[config.mk]
export PLATFORM = sky130hd
export DESIGN_NAME = regfile_write_arbiter
export DESIGN_NICKNAME = d
export VERILOG_FILES = /design/src/rtl/regfile_write_arbiter.sv
export SDC_FILE = /design/constraint.sdc
export NUM_CORES = 1
export LEC_CHECK = 0
export ABC_AREA = 1
export BUFFER_PORTS_ARGS = -buffer_cell sky130_fd_sc_hd__buf_2
export CAP_MARGIN = 20
export CELL_PAD_IN_SITES_DETAIL_PLACEMENT = 1
export CELL_PAD_IN_SITES_GLOBAL_PLACEMENT = 1
export CORE_MARGIN = 5
export CORE_UTILIZATION = 43
export DETAILED_ROUTE_END_ITERATION = 12
export PLACE_DENSITY_LB_ADDON = 0.1
export SETUP_SLACK_MARGIN = 0.1
export SYNTH_ARGS = -nofsm -noshare
export SYNTH_HDL_FRONTEND = slang
export SYNTH_SLANG_ARGS = --single-unit
[constraint.sdc]
create_clock -name clk -period 3.3 [get_ports clk]
set_clock_uncertainty 0.15 [all_clocks]
set_input_delay 0.66 -clock clk [delete_from_list [all_inputs] [get_ports clk]]
set_output_delay 0.66 -clock clk [all_outputs]
set_load 0.05 [all_outputs]
[src/rtl/regfile_write_arbiter.sv]
// regfile_write_arbiter
// Shares the single register-file write port between pipeline writeback
// (always wins, combinational pass-through) and a small FIFO of results
// from the multi-cycle unit. Buffered results drain into idle write slots.
// Decode is told which destinations are still buffered. Writebacks to the
// same register kill older buffered entries (WAW).
// Optional starvation guard, enabled by defining
// REGFILE_WRITE_ARB_STARVE_GUARD_EN: a head that waits MAX_WAIT cycles
// raises stall_req so the pipeline inserts a bubble.

module regfile_write_arbiter #(
  parameter int DEPTH    = 4,
  parameter int MAX_WAIT = 8
) (
  input  logic                         clk,
  input  logic                         reset,
  input  logic [4:0]                   wb_reg,
  input  logic [31:0]                  wb_data,
  input  logic                         mu_valid,
  output logic                         mu_ready,
  input  logic [4:0]                   mu_reg,
  input  logic [31:0]                  mu_data,
  output logic [4:0]                   rf_r3,
  output logic [31:0]                  rf_data,
  input  logic [4:0]                   chk1_reg,
  input  logic [4:0]                   chk2_reg,
  output logic                         chk1_hit,
  output logic                         chk2_hit,
  output logic                         stall_req,
  output logic [$clog2(DEPTH+1)-1:0]   pending
);

  localparam int PW = $clog2(DEPTH);
  localparam int CW = $clog2(DEPTH + 1);
  localparam logic [CW-1:0] FULL = CW'(DEPTH);

  // Slots that are not live always hold reg = 0, so the hazard check can
  // simply scan every slot without looking at the pointers.
  logic [4:0]    ent_reg  [DEPTH];
  logic [31:0]   ent_data [DEPTH];
  logic [PW-1:0] rd_ptr;
  logic [PW-1:0] wr_ptr;
  logic [CW-1:0] count;

  logic          empty;
  logic [4:0]    head_reg;
  logic [31:0]   head_data;
  logic          pop;
  logic          push;
  logic          enq;

  assign empty     = (count == '0);
  assign head_reg  = ent_reg[rd_ptr];
  assign head_data = ent_data[rd_ptr];
  assign mu_ready  = (count != FULL);
  assign push      = mu_valid && mu_ready;
  assign enq       = push && (mu_reg != 5'd0);
  assign pop       = !empty && ((head_reg == 5'd0) || (wb_reg == 5'd0));
  assign pending   = count;

  // Write-port select: writeback first, then a live FIFO head, else idle.
  always_comb begin
    rf_r3   = 5'd0;
    rf_data = 32'd0;
    if (wb_reg != 5'd0) begin
      rf_r3   = wb_reg;
      rf_data = wb_data;
    end else if (!empty && (head_reg != 5'd0)) begin
      rf_r3   = head_reg;
      rf_data = head_data;
    end
  end

  // Hazard check against every buffered destination.
  always_comb begin
    chk1_hit = 1'b0;
    chk2_hit = 1'b0;
    for (int i = 0; i < DEPTH; i++) begin
      if ((chk1_reg != 5'd0) && (ent_reg[i] == chk1_reg)) chk1_hit = 1'b1;
      if ((chk2_reg != 5'd0) && (ent_reg[i] == chk2_reg)) chk2_hit = 1'b1;
    end
  end

  // Entry destinations: WAW kill, then clear the popped slot, then the new
  // push last so a same-cycle push to the writeback register survives.
  always_ff @(posedge clk or posedge reset) begin
    if (reset) begin
      for (int i = 0; i < DEPTH; i++) ent_reg[i] <= 5'd0;
    end else begin
      for (int i = 0; i < DEPTH; i++) begin
        if ((wb_reg != 5'd0) && (ent_reg[i] == wb_reg)) ent_reg[i] <= 5'd0;
      end
      if (pop) ent_reg[rd_ptr] <= 5'd0;
      if (enq) ent_reg[wr_ptr] <= mu_reg;
    end
  end

  // Entry data needs no reset; it is only observed behind a live reg.
  always_ff @(posedge clk) begin
    if (enq) ent_data[wr_ptr] <= mu_data;
  end

  // Pointers and occupancy; pointers wrap naturally (DEPTH is a power of 2).
  always_ff @(posedge clk or posedge reset) begin
    if (reset) begin
      rd_ptr <= '0;
      wr_ptr <= '0;
      count  <= '0;
    end else begin
      if (pop) rd_ptr <= rd_ptr + PW'(1);
      if (enq) wr_ptr <= wr_ptr + PW'(1);
      case ({enq, pop})
        2'b10:   count <= count + CW'(1);
        2'b01:   count <= count - CW'(1);
        default: count <= count;
      endcase
    end
  end

`ifdef REGFILE_WRITE_ARB_STARVE_GUARD_EN
  localparam int WW = $clog2(MAX_WAIT + 1);
  localparam logic [WW-1:0] WAIT_LIMIT = WW'(MAX_WAIT);

  logic [WW-1:0] wait_cnt;
  logic          stall_q;

  // Count blocked cycles of a non-empty head (saturating); request a bubble
  // one edge after the limit is reached.
  always_ff @(posedge clk or posedge reset) begin
    if (reset) begin
      wait_cnt <= '0;
      stall_q  <= 1'b0;
    end else begin
      stall_q <= (wait_cnt >= WAIT_LIMIT);
      if (empty || pop)
        wait_cnt <= '0;
      else if (wait_cnt != WAIT_LIMIT)
        wait_cnt <= wait_cnt + WW'(1);
    end
  end

  assign stall_req = stall_q;
`else
  // Guard disabled: no bubble is ever requested (expression is constant 0).
  assign stall_req = (MAX_WAIT < 0);
`endif

endmodule

==> metrics.cfg, run 1 <==
[outcome]
status = completed

[detailed_routing]
vias = 6483
postRouteAntennaNets = 0
routed_wl_mm = 25.1
wire_per_inst_um = 21.1
drt_first_pass_iters = 4
drc_errors = 0
drtIter0Drc = 446
vias_per_cell = 5.46

[die]
pin_count = 131
initial_utilization_pct = 44.0
fp.dieH_um = 144
die_w_um = 144
floorplan.die_area_mm2 = 0.0206
num_rows = 48
core_mm2 = 0.0174

[synthesis]
synth_area_per_cell_um2 = 9.43
yosys.area.top_type = edfxtp_1
netlist.area_leader.share_pct = 50.1
ys_seq_elements = 155
synth_top_flop_cell = edfxtp_1
synth_cells = 813
synth_most_common_cell = nand2_1
syn_nets = 910
synth_area_leaders = edfxtp_1 (50%), nand2_1 (11%), dfrtp_1 (8.8%), o21ai_0 (6.4%), nor2_1 (4.8%)
post_synth_num_cell_types = 31
synth_area_mm2 = 0.00767
yosysSeqAreaShare_pct = 58.9
synth_enable_flop_cells = 128
yosys-top-cells-count = nand2_1 (215), edfxtp_1 (128), nor2_1 (99), o21ai_0 (98), inv_1 (44)
synthArstFlopShare_pct = 17.4
ys_warn_count = 0

[clocking]
hold_buffers = 0
clk_pin_slew_ns = 0.06
root_buffer = clkbuf_16
cts.sinks = 155
numCtsBuffers = 17
htreeDepth = 4
cts_tree = done
clockBufferDepth = 2
insertion_delay_ns = 0.42

[setup_path]
critical_path_class = flop to primary output
end_kind = primary output
cp.required_ns = 2.49
crit_family = buffers and inverters
path_cells = buf_4 > nand2_1 > nand3_1 > nand2_1 > nand3_4 > o21ai_4 > buf_12 > o21ai_1 > buf_2
crit_fanout = 13
timing.critical_path.mode_cell = nand2_1
cp.arrival_ns = 2.31
slowest_delay_ns = 0.46
crit_slowest_cell = dfrtp_2
reg2reg_slack_ns = 0.40
startpoint_type = flop
worst-path-buf-inv = 3

[placement]
dp.cells = 1147
dp_hpwl_mm = 16.5
place.gp.congestion = 0.949
numPortBuffers = 129

[timing]
hold_viol_final = 0
drv_slew = 0
post-route-period-util_pct = 94.5
rsz0062_at_grt = no
fmax_ghz = 0.321
tns_ns = 0
fin_crit_ns = 3.12
setup_violations = 0

[power]
power-per-cell-area_mw_per_mm2 = 902
ir_worst_vdd_uv = 488
p_leak_nw = 3.91

[run]
drv_cap = 0

[finish]
fillers = 2036
area_delta_synth_final_pct = 21.6
largest_reg_flops = 128
diodes = 0
drive_above_1_share_pct = 21.2
nets = 1047
layout.cells.non_filler = 1188

[grt]
grt_max_degree = 68
antenna_found_initial = 1
grt_pass1_wl_mm = 38.4
gr-total-overflow = 0
grt_use_total_pct = 24.6
grt_pass1_vias = 7052

[worst_hold_path]
holdCritPathClass = primary input to asynchronous set/reset pin

-- timing repair --
item	CTS	global route
setup endpoints to repair	37	37
resized for setup	5	11
pin swaps	2	1
setup buffers	5	2
cloned	1	1
-- worst min-delay path, delay by kind of cell --
| family | cells | cell delay [ns] |
|---|---|---|
| buffers and inverters | 3 | 0.46 |
-- metrics by stage --
| step | worst slack [ns] | total power [W] | util, % | hold slack, ns | cell area [um2] |
|---|---|---|---|---|---|
| after floorplan | 0.235 | 0.00505 | - | 0.344 | 7670 |
| after global placement | 0.287 | 0.00597 | 49.4 | 0.351 | 8600 |
| after detailed placement | 0.0759 | 0.00617 | 49.4 | 0.366 | 8600 |
| after CTS | 0.0843 | 0.00830 | 53.1 | 0.153 | 9250 |
| after global routing | 0.101 | 0.00890 | 53.5 | 0.175 | 9320 |
| final | 0.182 | 0.00840 | 53.5 | 0.148 | 9320 |
-- layer usage --
metal  up-vias  part of all wire [%]  track usage (%)
met3        42                   5.0             4.79
met4         2                   2.0             8.18
met1      3244                    43             31.1
li1       3019                     -                -
met5         -                 0.028                0
met2       176                    50             42.4
-- cell type report --
cell class	count	area (um2)	share of cell area [%]
flip-flops and latches	155	4520	48.5
multi-input cells	565	2780	29.8
inverters	47	179	1.92
repair buffers	164	1020	11.0
clock buffers	18	429	4.60
clock inverters	14	111	1.19
well taps	225	282	3.02
-- cells in the final DEF, fill, tap and decap left out, types with 5 or more instances in the layout --
master       n
nand2_1    214
edfxtp_1   128
buf_2      125
nor2_1      99
o21ai_0     71
inv_1       43
o21ai_1     37
o22ai_1     32
nand3_1     28
dfrtp_1     26
buf_4       26
xor2_1      24
clkbuf_16   18
xnor2_1     14
a21oi_1     13
ha_1         9
nand4_1      6
buf_12       6
inv_6        5
-- report_power, final --
group,leakage (nW),internal (W),switching (W)
Sequential,1.51,0.00261,0.000292
Clock,0.254,0.000975,0.000826
Combinational,2.14,0.00119,0.00251
-- final timing paths --
| check | from | endpoint | depth (start not counted) |
|---|---|---|---|
| setup / recovery | rd_ptr[0] | rf_data[11] | 9 |
| hold / removal | reset | pending[0] | 3 |
| setup reg to reg | rd_ptr[0] | pending[2] | 14 |
| hold reg to reg | pending[2] | pending[2] | 1 |
| max in group asynchronous | reset | rd_ptr[0] | 3 |
| min in group clk | mu_data[8] | ent_data[3][8] | 1 |
-- cells by family (layout without fill, tap and decap cells) --
logic type | Yosys count | in the layout | synth area share (%)
simple gates | 356 | 356 | 18.4
compound gates | 159 | 160 | 11.4
flops | 155 | 155 | 58.9
buf+inv | 94 | 243 | 5.19
xor+xnor | 38 | 38 | 4.34
fa+ha+maj | 10 | 10 | 1.73
other cells | 1 | 1 | 0.0489
(Power assumes the default switching activity.)
==> run 2: changes to the inputs <==
- CELL_PAD_IN_SITES_DETAIL_PLACEMENT: 1 -> 0
==> metrics.cfg, run 2 (synthesis results as in run 1) <==
[outcome]
status = completed

[setup_path]
startpoint_type = flop
cp.arrival_ns = 2.22
crit_fanout = 15
cp.required_ns = 2.49
end_kind = primary output
critical_path_class = flop to primary output

[grt]
antenna_found_initial = 0
grt_pass1_wl_mm = 33.2
grt_pass1_vias = 6175
grt_util_met1_pct = 29.8
grt_use_total_pct = 21.4
grt_util_met2_pct = 34.3
gr-total-overflow = 0
grt_max_degree = 68
top_usage_layer = met2
use_met3_pct = 4.16

[detailed_routing]
vias = 6229
drt_first_pass_iters = 5
drtIter0Drc = 501
wire_per_inst_um = 18.4
routed_wl_mm = 21.8
vias_per_cell = 5.26
postRouteAntennaNets = 0
drc_errors = 0

[die]
num_rows = 48
initial_utilization_pct = 44.0
core_mm2 = 0.0174
pin_count = 131
die_w_um = 144
fp.dieH_um = 144
floorplan.die_area_mm2 = 0.0206

[worst_hold_path]
holdCritPathClass = primary input to asynchronous set/reset pin

[placement]
placed_cell_area_mm2 = 0.00860
place.gp.congestion = 0.949
dp_hpwl_mm = 14.4
numPortBuffers = 129

[finish]
largest_reg_flops = 128
stdcell_area_mm2 = 0.00932
mostFrequentLayoutCell = nand2_1
drive_above_1_share_pct = 21.1
nets = 1045
layout_common_cells = nand2_1 (214), buf_2 (129), edfxtp_1 (128)
area_delta_synth_final_pct = 21.6
diodes = 0

[clocking]
insertion_delay_ns = 0.42
numCtsBuffers = 17
cts.sinks = 155
root_buffer = clkbuf_16
cts_tree = done
hold_buffers = 0
htreeDepth = 4
clk_pin_slew_ns = 0.06
clockBufferDepth = 2

[timing]
hold_viol_final = 0
tns_ns = 0
setup_violations = 0
fmax_ghz = 0.330
drv_slew = 0
holdWs_ns = 0.153
fin_crit_ns = 3.03
rsz0062_at_grt = no
post-route-period-util_pct = 91.9

[power]
ir_worst_vdd_uv = 671
p_leak_nw = 3.92
power-per-cell-area_mw_per_mm2 = 888

[run]
drv_cap = 0

run 2: layer usage:
layer	vias to the layer above	part of all wire, %
li1	3020	-
met1	2988	45
met2	196	48
met3	25	5.7
met4	0	1.6
met5	-	0
run 2: area by class of cell:
| class | count | area, um2 |
|---|---|---|
| inverters | 47 | 179 |
| multi-input cells | 565 | 2780 |
| flip-flops and latches | 155 | 4520 |
| well taps | 225 | 282 |
| fillers | 1632 | 8100 |
| clock inverters | 14 | 160 |
| repair buffers | 162 | 978 |
| clock buffers | 17 | 425 |
run 2: stage by stage:
step           instances  utilization (%)  setup slack (ns)  total power [W]
6_report            1185             53.5             0.267          0.00828
5_1_grt             1185             53.5            0.0965          0.00881
4_1_cts             1183             53.2             0.109          0.00823
3_5_place_dp        1147             49.4             0.193          0.00605
3_3_place_gp        1147             49.4             0.287          0.00597
2_1_floorplan        813                -             0.235          0.00505
run 2: final timing paths:
path	start	end	slack [ns]	cells after the start
max reg2reg	rd_ptr[0]	pending[2]	0.53	14
max in group asynchronous	reset	rd_ptr[0]	2.55	3
min	reset	pending[0]	0.15	3
min in group clk	mu_data[4]	ent_data[1][4]	0.30	1
max	rd_ptr[0]	rf_data[0]	0.27	9
min reg2reg	pending[0]	pending[0]	0.37	1
run 2: worst max-delay path, stage by stage (launching register included):
cell and delay, ns:
dfrtp_2 0.47, clkbuf_2 0.18, nand2_1 0.07, nand3_1 0.11, nand2_1 0.13, nand3_4 0.15, o21ai_4 0.21, buf_12 0.18
o21ai_1 0.07, buf_2 0.21
run 2: timing repair:
action	in CTS	in global routing
gates cloned	1	1
endpoints found under the setup margin	37	37
pin swaps	2	0
gates resized for setup	3	8
setup buffers	4	1
run 2: where the power goes:
| group | switching [W] | leakage [nW] | internal [W] |
|---|---|---|---|
| clock network | 0.000791 | 0.279 | 0.00113 |
| registers | 0.000277 | 1.51 | 0.00261 |
| logic | 0.00235 | 2.12 | 0.00113 |
| total | 0.00341 | 3.92 | 0.00487 |
==> run 3: changes to the inputs <==
==> constraint.sdc (replaced) <==
create_clock -name clk -period 3.3 [get_ports clk]
set_clock_uncertainty 0.15 [all_clocks]
set_input_delay 0.165 -clock clk [delete_from_list [all_inputs] [get_ports clk]]
set_output_delay 0.165 -clock clk [all_outputs]
set_load 0.05 [all_outputs]
==> metrics.cfg, run 3 (synthesis results as in run 1) <==
[setup_path]
startpoint_type = flop
r2r_cells = 14
critical_path_class = flop to primary output
r2r-end = pending[2]
cp.arrival_ns = 2.62
reg2reg_slack_ns = 0.57
cp.required_ns = 2.98
setup.worst_path.start = rd_ptr[0]
timing.rr.start = rd_ptr[0]
crit_fanout = 26
end_kind = primary output

[detailed_routing]
wire_per_inst_um = 17.9
postRouteAntennaNets = 0
vias_per_cell = 5.23
drc_errors = 0
drt_first_pass_iters = 5
routed_wl_mm = 21.5
drtIter0Drc = 572
vias = 6286

[timing]
tns_ns = 0
fin_crit_ns = 2.93
fmax_ghz = 0.341
fin_ws_ns = 0.367
setup_violations = 0
holdWs_ns = 0.0957
hold_viol_final = 0
rsz0062_at_grt = no
slew_headroom_pct = 55.7
drv_slew = 0
post-route-period-util_pct = 88.9
worst_pin_slew_ns = 0.665

[power]
ir_worst_vdd_uv = 639
power-per-cell-area_mw_per_mm2 = 833
p_leak_nw = 3.92

[grt]
antenna_found_initial = 0
grt_max_degree = 68
gr-total-overflow = 0
grt_pass1_vias = 6219
grt_pass1_wl_mm = 33.3
grt_use_total_pct = 21.1

[clocking]
cts_tree = done
insertion_delay_ns = 0.42
numCtsBuffers = 17
clk_pin_slew_ns = 0.06
cts_setup_buffers = 0
root_buffer = clkbuf_16
clockBufferDepth = 2
htreeDepth = 4
cts.sinks = 155

[run]
drv_cap = 0

[finish]
area_delta_synth_final_pct = 23.4
nets = 1061
fillers = 1617
diodes = 0
drive_above_1_share_pct = 18.1
largest_reg_flops = 128
layout_common_cells = nand2_1 (215), buf_2 (129), edfxtp_1 (128)
multi_input_area_mm2 = 0.00275
ff_latch_area_mm2 = 0.00452
mostFrequentLayoutCell = nand2_1

[die]
initial_utilization_pct = 44.0
fp.dieH_um = 144
die_w_um = 144
floorplan.die_area_mm2 = 0.0206
pin_count = 131
core_mm2 = 0.0174
num_rows = 48

[worst_hold_path]
holdCritPathClass = primary input to asynchronous set/reset pin

[placement]
post-place-ws_ns = 0.617
numPortBuffers = 129
dp_hpwl_mm = 14.1
place.gp.congestion = 0.956

[outcome]
status = completed

run 3: cell count changes in the layout (fill, tap and decap cells not counted), moves of 2 or more:
cell	before	now
clkbuf_1	0	3
o21ai_1	37	10
buf_12	5	0
clkinvlp_4	3	1
inv_1	43	40
clkinv_1	1	5
dlygate4sd3_1	0	38
inv_6	6	4
o21ai_0	71	98
buf_4	25	10
run 3: worst max-delay path by stage:
stage | end | slack, ns | depth (start not counted)
after floorplan | ent_data[0][0] | 0.30 | 7
after global placement | pending[2] | 0.64 | 14
after detailed placement | pending[2] | 0.62 | 14
after CTS | rf_data[23] | 0.31 | 7
after global routing | rf_data[23] | 0.23 | 6
final | rf_data[5] | 0.37 | 9
run 3: critical path: stages (launching register included):
cell,delay [ns]
dfrtp_2,0.49
inv_2,0.14
nand2_1,0.08
nand3_1,0.10
nand2_1,0.10
nand2_1,0.14
o21ai_4,0.42
buf_4,0.36
o21ai_0,0.13
buf_2,0.22
run 3: layer usage:
layer | global-route usage, % | vias to the layer above | share of wire (%) | routed length (um)
met5 | 0 | - | 0 | 0
met1 | 28.5 | 2984 | 44 | 9530
li1 | - | 3047 | - | -
met2 | 34.8 | 223 | 48 | 10400
met3 | 3.69 | 32 | 5.6 | 1200
met4 | 6.74 | 0 | 1.8 | 384
run 3: stage by stage:
| stage | instance area (um2) | total power [W] | utilization [%] | cells |
|---|---|---|---|---|
| 6_report | 9470 | 0.00788 | 54.3 | 1202 |
| 2_1_floorplan | 7670 | 0.00503 | - | 813 |
| 5_1_grt | 9470 | 0.00837 | 54.3 | 1202 |
| 3_5_place_dp | 8480 | 0.00590 | 48.7 | 1132 |
| 3_3_place_gp | 8460 | 0.00585 | 48.6 | 1131 |
| 4_1_cts | 9460 | 0.00791 | 54.3 | 1202 |
run 3: layout make-up:
| type | count | share of cell area [%] |
|---|---|---|
| Inverter | 47 | 1.86 |
| Sequential cell | 155 | 47.8 |
| Timing Repair Buffer | 179 | 12.0 |
| Clock buffer | 20 | 4.61 |
| Multi-Input combinational cell | 564 | 29.1 |
| Clock inverter | 12 | 1.69 |
| Tap cell | 225 | 2.97 |
run 3: power by group:
part           internal, W  switching, W  total, W
clock network      0.00120      0.000785   0.00198
logic             0.000886       0.00209   0.00298
registers          0.00261      0.000312   0.00292
run 3: what timing repair did:
action / 4_1_cts / 5_1_grt
resized for setup: 0 / 1
endpoints found under the hold margin: 175 / 0
setup endpoints to repair: 0 / 1
hold buffers: 38 / 0
